--- src/rtl/mem_access.sv ---
// Yarc memory stage: loads/stores over a req/gnt/rvalid data port.
// Stalls the pipeline while an access is outstanding and drives MEM/WB.
package mem_pkg;
    typedef enum logic [3:0] {
        MEM_NOP,
        MEM_LB,
        MEM_LBU,
        MEM_LH,
        MEM_LHU,
        MEM_LW,
        MEM_SB,
        MEM_SH,
        MEM_SW
    } mem_oper_t;
endpackage

module mem_access
    import mem_pkg::*;
(
    input  logic        clk_i,
    input  logic        rstn_i,
    input  logic [31:0] alu_result_i,
    input  logic [31:0] alu_oper2_i,
    input  mem_oper_t   mem_oper_i,
    input  logic        wb_use_mem_i,
    input  logic        write_rd_i,
    input  logic [4:0]  rd_addr_i,
    input  logic        flush_i,
    output logic        stall_o,
    output logic        dmem_req_o,
    output logic        dmem_we_o,
    output logic [3:0]  dmem_be_o,
    output logic [31:0] dmem_addr_o,
    output logic [31:0] dmem_wdata_o,
    input  logic        dmem_gnt_i,
    input  logic        dmem_rvalid_i,
    input  logic [31:0] dmem_rdata_i,
    output logic [31:0] wb_data_o,
    output logic        wb_use_mem_o,
    output logic        write_rd_o,
    output logic [4:0]  rd_addr_o,
    output logic        misaligned_o
);

    typedef enum logic [1:0] {
        IDLE,
        WAIT_GNT,
        WAIT_RVALID
    } state_t;

    state_t      state_q;
    state_t      state_d;
    logic [1:0]  off_q;
    mem_oper_t   op_q;

    logic        is_load;
    logic        is_store;
    logic        is_half;
    logic        is_word;
    logic        misaligned;
    logic        mem_valid;
    logic        req;
    logic        stall;
    logic        latch_ld;
    logic [1:0]  off;
    logic [31:0] rsh;
    logic [15:0] half;
    logic [31:0] ld_data;
    logic [31:0] wb_data_d;

    assign off = alu_result_i[1:0];

    always_comb begin
        is_load  = 1'b0;
        is_store = 1'b0;
        is_half  = 1'b0;
        is_word  = 1'b0;
        unique case (mem_oper_i)
            MEM_LB, MEM_LBU: is_load = 1'b1;
            MEM_LH, MEM_LHU: begin
                is_load = 1'b1;
                is_half = 1'b1;
            end
            MEM_LW: begin
                is_load = 1'b1;
                is_word = 1'b1;
            end
            MEM_SB: is_store = 1'b1;
            MEM_SH: begin
                is_store = 1'b1;
                is_half  = 1'b1;
            end
            MEM_SW: begin
                is_store = 1'b1;
                is_word  = 1'b1;
            end
            default: ;
        endcase
    end

    assign misaligned = (is_half & off[0]) | (is_word & (|off));
    assign mem_valid  = (is_load | is_store) & ~misaligned;

    always_comb begin
        dmem_be_o    = 4'b0001 << off;
        dmem_wdata_o = {4{alu_oper2_i[7:0]}};
        if (is_word) begin
            dmem_be_o    = 4'b1111;
            dmem_wdata_o = alu_oper2_i;
        end else if (is_half) begin
            dmem_be_o    = off[1] ? 4'b1100 : 4'b0011;
            dmem_wdata_o = {2{alu_oper2_i[15:0]}};
        end
    end

    assign dmem_addr_o = {alu_result_i[31:2], 2'b00};
    assign dmem_we_o   = is_store;

    // Request fields stay stable in WAIT_GNT because EX/MEM is frozen.
    always_comb begin
        req     = 1'b0;
        stall   = 1'b0;
        state_d = state_q;
        unique case (state_q)
            IDLE: begin
                if (mem_valid) begin
                    req = 1'b1;
                    if (!dmem_gnt_i) begin
                        stall   = 1'b1;
                        state_d = WAIT_GNT;
                    end else if (is_load) begin
                        stall   = 1'b1;
                        state_d = WAIT_RVALID;
                    end
                end
            end
            WAIT_GNT: begin
                req = 1'b1;
                if (!dmem_gnt_i) begin
                    stall = 1'b1;
                end else if (is_load) begin
                    stall   = 1'b1;
                    state_d = WAIT_RVALID;
                end else begin
                    state_d = IDLE;
                end
            end
            WAIT_RVALID: begin
                if (dmem_rvalid_i) begin
                    state_d = IDLE;
                end else begin
                    stall = 1'b1;
                end
            end
            default: state_d = IDLE;
        endcase
    end

    assign dmem_req_o = req & rstn_i;
    assign stall_o    = stall & rstn_i;
    assign latch_ld   = (state_d == WAIT_RVALID) &&
                        (state_q != WAIT_RVALID);

    assign rsh  = dmem_rdata_i >> {off_q, 3'b000};
    assign half = off_q[1] ? dmem_rdata_i[31:16] : dmem_rdata_i[15:0];

    always_comb begin
        ld_data = dmem_rdata_i;
        unique case (op_q)
            MEM_LB:  ld_data = {{24{rsh[7]}}, rsh[7:0]};
            MEM_LBU: ld_data = {24'h0, rsh[7:0]};
            MEM_LH:  ld_data = {{16{half[15]}}, half};
            MEM_LHU: ld_data = {16'h0, half};
            default: ld_data = dmem_rdata_i;
        endcase
    end

    // Loads only ever retire out of WAIT_RVALID; a misaligned op keeps
    // its faulting address as the writeback value.
    assign wb_data_d = (wb_use_mem_i && state_q == WAIT_RVALID) ?
                       ld_data : alu_result_i;

    always_ff @(posedge clk_i or negedge rstn_i) begin
        if (!rstn_i) begin
            state_q      <= IDLE;
            off_q        <= 2'b00;
            op_q         <= MEM_NOP;
            wb_data_o    <= 32'h0;
            wb_use_mem_o <= 1'b0;
            write_rd_o   <= 1'b0;
            rd_addr_o    <= 5'h0;
            misaligned_o <= 1'b0;
        end else begin
            state_q <= state_d;
            if (latch_ld) begin
                off_q <= off;
                op_q  <= mem_oper_i;
            end
            if (flush_i || stall) begin
                wb_data_o    <= 32'h0;
                wb_use_mem_o <= 1'b0;
                write_rd_o   <= 1'b0;
                rd_addr_o    <= 5'h0;
                misaligned_o <= 1'b0;
            end else begin
                wb_data_o    <= wb_data_d;
                wb_use_mem_o <= wb_use_mem_i;
                write_rd_o   <= write_rd_i & ~misaligned;
                rd_addr_o    <= rd_addr_i;
                misaligned_o <= misaligned;
            end
        end
    end

endmodule

--- config.mk ---
export PLATFORM = sky130hd
export DESIGN_NAME = mem_access
export DESIGN_NICKNAME = d
export VERILOG_FILES = /design/src/rtl/mem_access.sv
export SDC_FILE = /design/constraint.sdc
export NUM_CORES = 1
export LEC_CHECK = 0
export ABC_AREA = 1
export BUFFER_PORTS_ARGS = -buffer_cell sky130_fd_sc_hd__buf_4
export CAP_MARGIN = 25
export CORE_ASPECT_RATIO = 0.6
export CORE_UTILIZATION = 41
export CTS_CLUSTER_DIAMETER = 100
export DETAILED_ROUTE_END_ITERATION = 10
export PLACE_DENSITY = 0.75
export SLEW_MARGIN = 20
export SYNTH_ARGS = -nofsm -noshare
export SYNTH_HDL_FRONTEND = slang
export SYNTH_SLANG_ARGS = --single-unit
--- constraint.sdc ---
create_clock -name clk_i -period 1.53 [get_ports clk_i]
set_input_delay 0.153 -clock clk_i [delete_from_list [all_inputs] [get_ports clk_i]]
set_output_delay 0.153 -clock clk_i [all_outputs]
set_load 0.005 [all_outputs]
-- Yosys cells after proc, flatten, opt, wreduce, memory -nomap -nowiden
Cells that the tools add are included.
- register bits: 48
- bits of input ports: 112
- word-level logic and storage cells: 75
- equal/unequal tests: 16
- shift-type cells: 2
- multiplexer cells: 31
- bitwise logic cells: 9
- reduce and logical (&&, ||, !) cells: 9
- operators by type and width (operator ; count):
    $mux 32 ; 4
    $pmux 32 s4 ; 1
    $shr 32x5->8 ; 1
    $eq 4x3->1 const B ; 5
    $eq 4x2->1 const B ; 4
    $mux 16 ; 1
    $mux 1 ; 12
    $mux 2 ; 6
    $mux 4 ; 3
    $eq 4x1->1 const B ; 2
    $and 1x1->1 ; 6
    $pmux 2 s3 ; 1
    $reduce_or 3->1 ; 2
    $mux 5 ; 1
    $reduce_or 5->1 ; 1
    $eq 2x2->1 const B ; 2
    $eq 4x4->1 const B ; 1
    $reduce_or 2->1 ; 2
    $shl 1x2->4 const A ; 1
    $pmux 1 s3 ; 1
    $eq 2x1->1 const B ; 1
    $logic_and 1x1->1 ; 2
    $logic_not 2->1 ; 1
    $ne 2x2->1 const B ; 1
    other kinds (4) ; 5

-- Depth between registers and ports, before layout
Gate-level depths: netlist (run 1).
- depth after elaboration: 11
- mapped depth: 11
- mapped depth without buffers: 11

-- Worst setup path after synthesis (run 1)
Ideal clock, no wire load.
- path kind: reg2reg
- start: register op_q[0]
- end: register wb_data_o[10]
- setup time: 119 ps
- data arrival time: 1367 ps
- slack: 44 ps
- stages on the path, launching flop included: 11
- path through: dfrtp_1 -> buf_2 -> nor2_2 -> nand3_2 -> nand2_4 -> inv_2 -> buf_6 -> nand2_1 -> nand3_1 -> mux2i_1 -> nor2_1
- cells in the longest elaborated chain, start to end: 4
- elaborated cells on any way between the ends: 7
- those cells by class: 4 x eq/ne; 3 x mux
- RTL lines (what ; RTL line ; RTL):
    start: declaration ; 54 ; mem_oper_t op_q;
    start signal: assignment ; 197 ; op_q <= mem_oper_i;
    $eq 4x3->1, or another cell as far along ; 169 ; unique case (op_q)
    $pmux 32 s4 * ; 169 ;
    $mux 32 * ; 180 ; assign wb_data_d = (wb_use_mem_i && state_q == WAIT_RVALID) ?
    $mux 32 * ; 199 ; if (flush_i || stall) begin
    end signal: assignment ; 206 ; wb_data_o <= wb_data_d;
    end: declaration ; 38 ; output logic [31:0] wb_data_o,
Every way passes the cells marked *; elsewhere a longest branch is shown, timed or not.
A chain may end at the register's enable or synchronous reset.

-- Final worst setup path (run 1)
- start: register state_q[0]
- end: output port dmem_req_o
- cells in the longest elaborated chain, start to end: 3
- elaborated cells on any way between the ends: 4
- those cells by class: 1 x eq/ne; 1 x mux; 1 x bitwise; 1 x reduce/logical
- RTL lines (what ; RTL line ; RTL):
    start: declaration ; 51 ; state_t state_q;
    start signal: assignment ; 194 ; state_q <= state_d;
    $eq 2x1->1 or $logic_not 2->1 (tied branches) ; 124 ; unique case (state_q)
    $pmux 1 s2 * ; 124 ;
    $and 1x1->1 * ; 159 ; assign dmem_req_o = req & rstn_i;
    end: declaration ; 30 ; output logic dmem_req_o,
Marks and branches as above.

==> metrics.md, run 1 <==
| Metric | Value |
|---|---|
| Top FF cell, synth | dfrtp_1 |
| Failing checks | negative setup slack |
| Sequence of cells on the critical path | inv_2 -> nand3_1 -> or2_4 -> nand3_2 -> nor2_1 -> buf_4 |
| Min-Delay Path Class | input port to flop |
| Part of the power in combinational logic | 52.9% |
| Tcrit/Tclk final | 103% |
| Slew Viols, Final | 0 |
| Power share of the clock group | 23.8% |
| Crit Path Category | flop to primary output |
| Sw Share | 39.0% |
| Fin. Hold Viols | 0 |
| Async SR Flop Fraction | 100% |
| Grt total ovfl | 0 |
| Crit path buffers/inverters | 2 |
| Slowest-stage cell, CP | dfrtp_1 |
| Area Overhead vs Synth | 56.0% |
| HPWL after DPL | 10,600 um |
| Library cells used by synthesis | 30 |
| Initial antenna violation count | 0 |
| Gr usage total | 26.5% |
| DRC viols | 0 |
| Max Fclk | 0.638 GHz |
| Share of the yosys chip area belonging to registers | 30.7% |
| RSZ-0062 raised after global routing | true |
| Met2 wire len | 6270 um |
| Leading area contributor after synthesis | dfrtp_1 |
| NumNets Final | 910 |
| CP Capture Type | primary output |
| Area of the core | 9220 um^2 |
| Clock tree buffer depth | 2 |
| Buffers on Ports | 220 |
| Synth Instances | 594 |
| RD Place Congestion | 0.923 |
| Worst path arrival time | 1.42 ns |
| Highest routing layer actually used | met4 |
| CP max FO | 4 |
| Layout fillers | 777 |
| H-tree levels | 2 |
| Met3 Wirelength | 1110 um |
| Routed length per instance | 15.1 um |
| Setup ws final | -0.0385 ns |
| Reg power frac | 23.3% |
| CP Data Required Time | 1.38 ns |
| Startpoint Class | flop |
| YS warnings | 0 |
| Syn Area/Cell | 6.58 um^2 |
| Largest stage delay, worst path | 0.39 ns |
| Seq cells post-synth | 48 |
| Root buf cell | clkbuf_16 |
| Row count | 27 |
| Die W | 128 um |
| Worst skew pair latency | 0.29 ns |
| Post-DRT Antenna Nets | 0 |
| Synth top area cells | dfrtp_1 (31%), nand2_1 (19%), buf_4 (7.9%) |
| Internal Power | 4.18 mW |
| Top-count cell post-synth | nand2_1 |
| Max Cap Viol | 0 |
| Top cells by instance count after synthesis | nand2_1 (200), inv_1 (60), o21ai_0 (60), dfrtp_1 (48), nor2_1 (48) |
| Register clock-pin slew on the reported worst setup and hold paths | 0.07 ns |
| Share of layout cells above drive strength 1 | 42.8% |
| Min cycle time layout | 1.57 ns |
| Peak supply drop | 0.679 mV |
| Skew final | 0.00285 ns |
| NetSw | 2.67 mW |
| First-pass GRT wire length | 21,000 um |
| Largest net degree at the start of global routing | 49 |
| TritonCTS Sinks | 48 |
| Post-Place Worst Slack | -0.0711 ns |
| Outcome | finished, violations left |
| DIE AREA | 9950 um^2 |
| Vias in the first global route | 4,260 |
| Final hold slack | 0.0241 ns |
| Met1 WL | 6540 um |
| DR iter-0 viols | 342 |
| Dpl cell area | 5540 um^2 |
| Die Span Y | 77.7 um |
| Final wirelength | 14,100 um |
| Pwr/cell area | 1120 nW/um^2 |
| Area share of the largest cell type after synthesis | 30.7% |
| Total CTS buffers | 5 |
| Drt pass-1 iters | 5 |
| Final setup fails | 1 |
| Vias/cell | 5.01 |
| Lkg Pwr | 3.54 nW |
| Number of synthesized flops with an enable pin | 0 |
| Diode count | 0 |
| CTS tree | yes |
| Via count | 4,651 |
| Post-Syn Area | 3910 um^2 |
| Initial core utilization | 42.4% |
| Ports | 223 |
| Top delay family on crit path | simple AND/OR/NAND/NOR gates |
| Finished Cell Area | 6100 um^2 |
==> repair_timing <==
action,in CTS,in global routing
gates resized for setup,12,85
buffers inserted,2,9
endpoints found under the setup margin,33,51
pin swaps,1,19
endpoints found under the hold margin,48,0
hold buffers,1,0
cloned,0,3
==> cells in the final DEF, fill, tap and decap left out, types with 3 or more instances in the layout <==
master / count
buf_4: 243
nand2_1: 194
inv_1: 56
dfrtp_1: 44
nor2_1: 43
o21ai_0: 39
o21ai_1: 19
a21boi_1: 16
nand3_1: 15
nor2_2: 12
nand3_2: 11
a21oi_1: 10
nand2_2: 9
mux2i_1: 8
nor2_4: 7
inv_2: 6
buf_12: 6
buf_6: 6
nand2_4: 5
nand3_4: 5
a21o_1: 5
clkbuf_16: 5
a21boi_2: 4
dfrtp_2: 4
bufinv_16: 3
==> worst reg2reg max path, stage by stage, from the launching register on <==
cell     delay [ns]
dfrtp_2        0.47
buf_6          0.14
buf_4          0.13
nand3_2        0.10
nand2_2        0.08
buf_6          0.14
nand2_1        0.09
nand3_2        0.08
mux2i_1        0.13
nor2_1         0.06
==> metrics by stage <==
stage	utilization, %	TNS [ns]	power, mW	cells
after floorplan	-	0	3.40	595
after global placement	60.1	-0.0531	4.54	906
after detailed placement	60.1	-0.779	4.59	906
after CTS	62.9	-0.0182	6.27	917
after global routing	66.2	-0.919	7.27	929
final	66.2	-0.0385	6.85	929
==> power by group through the flow <==
stage | Clock (mW) | Sequential [mW] | Combinational [mW]
final | 1.63 | 1.60 | 3.62
after global routing | 1.70 | 1.62 | 3.95
after CTS | 1.64 | 1.56 | 3.07
after detailed placement | 0 | 1.58 | 3.01
after global placement | 0 | 1.57 | 2.98
after floorplan | 0 | 1.55 | 1.85
==> registers in the layout, indices dropped and copies added (netlist names) <==
register,flops
wb_data_o,32
off_q,2
write_rd_o,1
wb_use_mem_o,1
op_q,4
rd_addr_o,5
misaligned_o,1
state_q,2
==> layout make-up <==
type | instances | area [um^2] | share of cell area [%]
multi-input combinational | 419 | 2210 | 36.3
timing repair buffer | 259 | 2050 | 33.6
sequential | 48 | 1210 | 19.8
inverter | 64 | 249 | 4.08
tap | 130 | 163 | 2.67
clock buffer | 5 | 125 | 2.05
clock inverter | 3 | 90.1 | 1.48
timing repair inverter | 1 | 7.51 | 0.123
==> cells by family after synthesis <==
group | synth area share, %
muxes | 2.05
AOI/OAI and AO/OA | 15.2
DFF | 30.7
and+or+nand+nor | 34.1
other | 0.0959
buffers and inverters | 17.9
==> metal layers <==
| layer | vias up | GRT usage [%] |
|---|---|---|
| met5 | - | 0 |
| met4 | 0 | 4.47 |
| met3 | 17 | 5.10 |
| met2 | 224 | 41.6 |
| met1 | 2188 | 38.2 |
| li1 | 2222 | - |
==> final timing paths <==
kind                                      start                       to  slack (ns)  cells after the start
setup / recovery           state_q[0]$_DFF_PN0_               dmem_req_o       -0.04                      6
hold / removal                       dmem_gnt_i     state_q[0]$_DFF_PN0_        0.02                      2
setup reg to reg            op_q[1]$_DFFE_PN0P_  wb_data_o[10]$_DFF_PN0_        0.02                      9
hold reg to reg            off_q[0]$_DFFE_PN0P_     off_q[0]$_DFFE_PN0P_        0.60                      2
max in group asynchronous                rstn_i      op_q[2]$_DFFE_PN0P_        0.82                      3
min in group asynchronous                rstn_i   wb_data_o[8]$_DFF_PN0_        0.42                      3
(Power assumes the default switching activity.)
==> run 2: changes to the inputs <==
Settings changed: CORE_UTILIZATION 41 to 45, PLACE_DENSITY 0.75 to 0.79.
Clock period 1.53 ns to 1.6 ns, I/O delays scaled along.
==> metrics.md, run 2 (synthesis gave the netlist of run 1 again) <==
| Metric | Value |
|---|---|
| Outcome | complete, no violations |
| Multi-input combinational cell area | 2090 um^2 |
| Vias/cell | 5.01 |
| Via count | 4,498 |
| CP Launch Point | mem_oper_i[2] |
| Worst Tran Pin Value | 0.646 ns |
| Clock tree buffer depth | 2 |
| Initial core utilization | 48.1% |
| Worst path arrival time | 1.39 ns |
| Hold_buf cts | 0 |
| Peak supply drop | 0.641 mV |
| Max Fclk | 0.646 GHz |
| Post-Place Worst Slack | -0.0212 ns |
| Layout fillers | 702 |
| Final setup fails | 0 |
| DIE AREA | 9080 um^2 |
| TritonCTS Sinks | 48 |
| Lkg Pwr | 3.39 nW |
| Crit Path Category | input port to primary output |
| Slew margin rel. | 56.9% |
| H-tree levels | 2 |
| Drt pass-1 iters | 6 |
| Min cycle time layout | 1.55 ns |
| CTS tree | yes |
| Routed length per instance | 14.9 um |
| Post-Layout Cell Count | 898 |
| Slew Viols, Final | 0 |
| Buffers on Ports | 220 |
| Max reg flops | 32 |
| Largest net degree at the start of global routing | 49 |
| CP Data Required Time | 1.44 ns |
| Register clock-pin slew on the reported worst setup and hold paths | 0.07 ns |
| CP max FO | 20 |
| Grt total ovfl | 0 |
| Worst skew pair latency | 0.30 ns |
| Final wirelength | 13,400 um |
| Row count | 25 |
| Area Overhead vs Synth | 47.4% |
| Fin. Hold Viols | 0 |
| NumNets Final | 901 |
| FF+latch area | 1200 um^2 |
| Setup ws final | 0.0523 ns |
| Largest regs | wb_data_o: 32 flops, rd_addr_o: 5 flops, op_q: 4 flops |
| Area of the core | 8130 um^2 |
| Max Cap Viol | 0 |
| Startpoint Class | input port |
| HPWL after DPL | 10,500 um |
| Ports | 223 |
| Die Span Y | 74.2 um |
| CP Capture Type | primary output |
| DR iter-0 viols | 398 |
| Skew final | 0.00331 ns |
| Root buf cell | clkbuf_16 |
| Most common cell after layout, fill and taps aside | buf_4 |
| Final hold slack | 0.0353 ns |
| Diode count | 0 |
| First-pass GRT wire length | 19,900 um |
| Die W | 122 um |
| Gr usage total | 28.9% |
| Min-Delay Path Class | input port to asynchronous set/reset pin |
| Share of layout cells above drive strength 1 | 39.4% |
| Initial antenna violation count | 0 |
| # placed instances | 884 |
| DRC viols | 0 |
| RD Place Congestion | 0.972 |
| FF-to-FF Start | off_q[1]$_DFFE_PN0P_ |
| Biggest register | wb_data_o |
| Pwr/cell area | 1010 nW/um^2 |
| Dpl cell area | 5480 um^2 |
| RSZ-0062 raised after global routing | true |
| Finished Cell Area | 5770 um^2 |
| Tcrit/Tclk final | 96.7% |
| Most frequent cells in the layout | buf_4 (243), nand2_1 (199), inv_1 (57) |
| Post-DRT Antenna Nets | 0 |
| Vias in the first global route | 4,103 |
| Total CTS buffers | 5 |
-- run 2: routing by layer --
metal | vias up | wire, um | GRT usage, % | part of all wire (%)
met1 | 2046 | 5880 | 39.7 | 44
met5 | - | 0 | 0 | 0
met2 | 237 | 6050 | 46.5 | 45
li1 | 2205 | - | - | -
met3 | 10 | 1380 | 6.21 | 10
met4 | 0 | 102 | 7.05 | 0.76
-- run 2: area by class of cell --
type                       instances  share of cell area, %
sequential                        48                   20.9
tap                              108                   2.34
multi-input combinational        419                   36.3
clock inverter                     3                  0.412
timing repair buffer             250                   33.5
clock buffer                       5                   2.17
inverter                          64                   4.34
timing repair inverter             1                  0.130
-- run 2: timing repair --
item	CTS	global route
gates resized for setup	6	33
endpoints found under the setup margin	5	45
setup buffers	0	5
cloned	0	2
pin swaps	0	1
-- run 2: stage by stage --
| stage | util, % | setup TNS, ns | power [mW] |
|---|---|---|---|
| finish | 70.9 | 0 | 5.81 |
| global placement | 67.3 | 0 | 4.37 |
| detailed placement | 67.3 | -0.0364 | 4.44 |
| floorplan | - | 0 | 3.25 |
| CTS | 69.2 | -0.0181 | 5.53 |
| global route | 70.9 | -0.704 | 6.21 |
-- run 2: final timing paths --
path,endpoint,cells past startpoint,slack [ns]
worst max-delay path,dmem_wdata_o[12],7,0.05
worst max register to register,wb_data_o[3]$_DFF_PN0_,7,0.05
worst min-delay path,wb_data_o[12]$_DFF_PN0_,2,0.04
worst min register to register,op_q[2]$_DFFE_PN0P_,2,0.57
min in group clk_i,state_q[0]$_DFF_PN0_,2,0.04
max in group asynchronous,op_q[2]$_DFFE_PN0P_,2,1.08
-- run 2: where the power goes --
group / internal (mW) / total [mW] / switching (mW)
Clock: 0.582 / 1.08 / 0.500
Combinational: 1.43 / 3.21 / 1.78
Sequential: 1.38 / 1.52 / 0.136
Total: 3.39 / 5.81 / 2.42
-- run 2: critical path, stage by stage --
cell,delay (ns)
buf_4,0.13
nor2_1,0.15
nand2_2,0.11
nand2_4,0.12
clkinvlp_4,0.29
o21ai_0,0.26
buf_4,0.15
==> run 3: changes to the inputs <==
Settings changed: ABC_AREA 1 to 0, CORE_UTILIZATION 45 to 43, PLACE_DENSITY 0.79 to 0.78.
==> metrics.md, run 3 <==
| Metric | Value |
|---|---|
| Outcome | finished, violations left |
| Share of layout cells above drive strength 1 | 68.4% |
| DRC viols | 0 |
| Met1 Track Usage GR | 40.4% |
| Max Fclk | 0.533 GHz |
| NumNets Final | 768 |
| Async SR Flop Fraction | 100% |
| Most common cell after layout, fill and taps aside | buf_4 |
| Crit Path Category | flop to flop |
| Synth Area in Simple Gates | 16.6% |
| Max reg flops | 32 |
| Worst path arrival time | 2.10 ns |
| Largest regs | wb_data_o: 32 flops, rd_addr_o: 5 flops, op_q: 4 flops |
| Vias in the first global route | 4,163 |
| Vias/cell | 5.72 |
| Top FF cell, synth | dfrtp_1 |
| Post-Syn Area | 3510 um^2 |
| Slew margin rel. | 58.7% |
| Top cells by instance count after synthesis | nand2_1 (54), dfrtp_1 (48), buf_4 (43), o21ai_0 (35), a21oi_1 (29) |
| Clock tree buffer depth | 2 |
| Setup ws final | -0.278 ns |
| Diode count | 0 |
| Seq cells post-synth | 48 |
| Share of the yosys chip area belonging to registers | 34.2% |
| DIE AREA | 8550 um^2 |
| CP max FO | 6 |
| Total negative slack | -9.12 ns |
| Startpoint Class | flop |
| Area Overhead vs Synth | 86.9% |
| Skew final | 0.00417 ns |
| Xor-xnor portion of the synthesized cell area | 0.748% |
| CTS tree | yes |
| Post-Layout Cell Count | 764 |
| Max Cap Viol | 0 |
| Portion of netlist area occupied by mux cells | 12.7% |
| Grt total ovfl | 0 |
| Peak supply drop | 0.565 mV |
| Area share of the largest cell type after synthesis | 34.2% |
| HPWL after DPL | 9760 um |
| Final wirelength | 15,900 um |
| Post-DRT Antenna Nets | 0 |
| Syn Area/Cell | 8.88 um^2 |
| Synth Instances | 396 |
| Root buf cell | clkbuf_16 |
| TritonCTS Sinks | 48 |
| Total CTS buffers | 5 |
| Gr usage total | 31.8% |
| Slew Viols, Final | 0 |
| H-tree levels | 2 |
| Worst Tran Pin Value | 0.619 ns |
| First-pass GRT wire length | 21,400 um |
| Number of synthesized flops with an enable pin | 0 |
| Compound-Gate Fraction of Synth Area | 21.6% |
| Largest family of logic cells by synthesized area | compound AO/OA/AOI/OAI gates |
| RSZ-0062 raised after global routing | true |
| # placed instances | 722 |
| DR iter-0 viols | 505 |
| Largest net degree at the start of global routing | 49 |
| Dpl cell area | 5490 um^2 |
| Most frequent cells in the layout | buf_4 (269), dfrtp_1 (44), nand2_1 (39) |
| Worst skew pair latency | 0.29 ns |
| Min-Delay Path Class | input port to asynchronous set/reset pin |
| Initial antenna violation count | 0 |
| YS warnings | 0 |
| Fin. Hold Viols | 34 |
| Tcrit/Tclk final | 117% |
| Leading area contributor after synthesis | dfrtp_1 |
| Drt pass-1 iters | 5 |
| RD Place Congestion | 0.886 |
| Library cells used by synthesis | 56 |
| Via count | 4,372 |
| Register clock-pin slew on the reported worst setup and hold paths | 0.07 ns |
| Hold_buf cts | 0 |
| Final hold slack | -0.0117 ns |
| Routed length per instance | 20.8 um |
| Global routing usage on met3 | 6.37% |
| Finished Cell Area | 6570 um^2 |
| Die Span Y | 72.0 um |
| Synth top area cells | dfrtp_1 (34%), buf_4 (9.2%), mux2_2 (7.7%) |
| Area of the core | 7880 um^2 |
| Min cycle time layout | 1.88 ns |
| Biggest register | wb_data_o |
| Row count | 25 |
| Die W | 119 um |
| Failing checks | negative hold slack, negative setup slack |
| CP Capture Type | flop |
| Initial core utilization | 44.6% |
| Buffers on Ports | 220 |
| Lkg Pwr | 3.29 nW |
| Ports | 223 |
| CP Data Required Time | 1.82 ns |
| Top-count cell post-synth | nand2_1 |
| Adder-Cell Fraction of Synth Area | 0% |
| Final setup fails | 62 |
| Pwr/cell area | 869 nW/um^2 |
| GR Layer Usage met2 | 54.5% |
| Grt peak-use layer | met2 |
-- run 3: stage by stage --
stage / hold WS (ns) / utilization [%] / power, mW / setup slack [ns]
2_1_floorplan: -0.136 / - / 2.68 / -0.128
3_3_place_gp: 0.303 / 69.7 / 3.81 / -0.341
3_5_place_dp: 0.315 / 69.7 / 3.87 / -0.387
4_1_cts: 0.0144 / 77.0 / 5.19 / -0.193
5_1_grt: 0.0451 / 83.3 / 5.90 / -0.321
6_report: -0.0117 / 83.3 / 5.71 / -0.278
-- run 3: worst max-delay path, stage by stage (launching register included) --
cell and delay (ns):
dfrtp_1 0.47, or4bb_4 0.60, o41ai_4 0.10, buf_12 0.18
a21o_1 0.15, o2111ai_2 0.16, a21oi_1 0.16
-- run 3: final timing paths --
check,start,to,slack (ns),depth (start not counted)
max reg2reg,op_q[2]$_DFFE_PN0P_,wb_data_o[1]$_DFF_PN0_,-0.28,6
max in group asynchronous,rstn_i,op_q[1]$_DFFE_PN0P_,1.17,2
min in group clk_i,rd_addr_i[2],rd_addr_o[2]$_DFF_PN0_,0.08,2
min,rstn_i,write_rd_o$_DFF_PN0_,-0.01,2
max,op_q[2]$_DFFE_PN0P_,wb_data_o[1]$_DFF_PN0_,-0.28,6
min reg2reg,state_q[1]$_DFF_PN0_,state_q[0]$_DFF_PN0_,0.66,2
-- run 3: logic make-up (layout without fill, tap and decap cells) --
family / after synthesis / in the layout
and+or+nand+nor: 118 / 118
buffers and inverters: 77 / 336
other: 1 / 2
xor gates and xnor gates: 3 / 3
muxes: 38 / 38
AOI/OAI and AO/OA: 111 / 111
DFF: 48 / 48
-- run 3: cell type report --
class / instances / area (um^2)
Timing Repair Buffer: 320 / 2690
Sequential cell: 48 / 1210
Clock inverter: 1 / 8.76
Multi-Input combinational cell: 272 / 2360
Fill cell: 470 / 1310
Clock buffer: 6 / 139
Inverter: 9 / 33.8
Tap cell: 108 / 135
-- run 3: what timing repair did --
action / in CTS / in global routing
endpoints found under the setup margin: 69 / 69
cloned: 4 / 1
setup buffers: 15 / 17
pin swaps: 27 / 44
gates resized for setup: 84 / 87
-- run 3: where the power goes --
part	leakage (nW)	switching (mW)	internal (mW)	total, mW
clock network	0.0729	0.452	0.616	1.07
logic	2.59	1.49	1.68	3.17
registers	0.629	0.122	1.35	1.47
-- run 3: layer usage --
| metal | part of all wire, % | wire length [um] |
|---|---|---|
| met5 | 0 | 0 |
| met4 | 4.6 | 738 |
| met3 | 9.7 | 1530 |
| met2 | 49 | 7750 |
| met1 | 37 | 5850 |
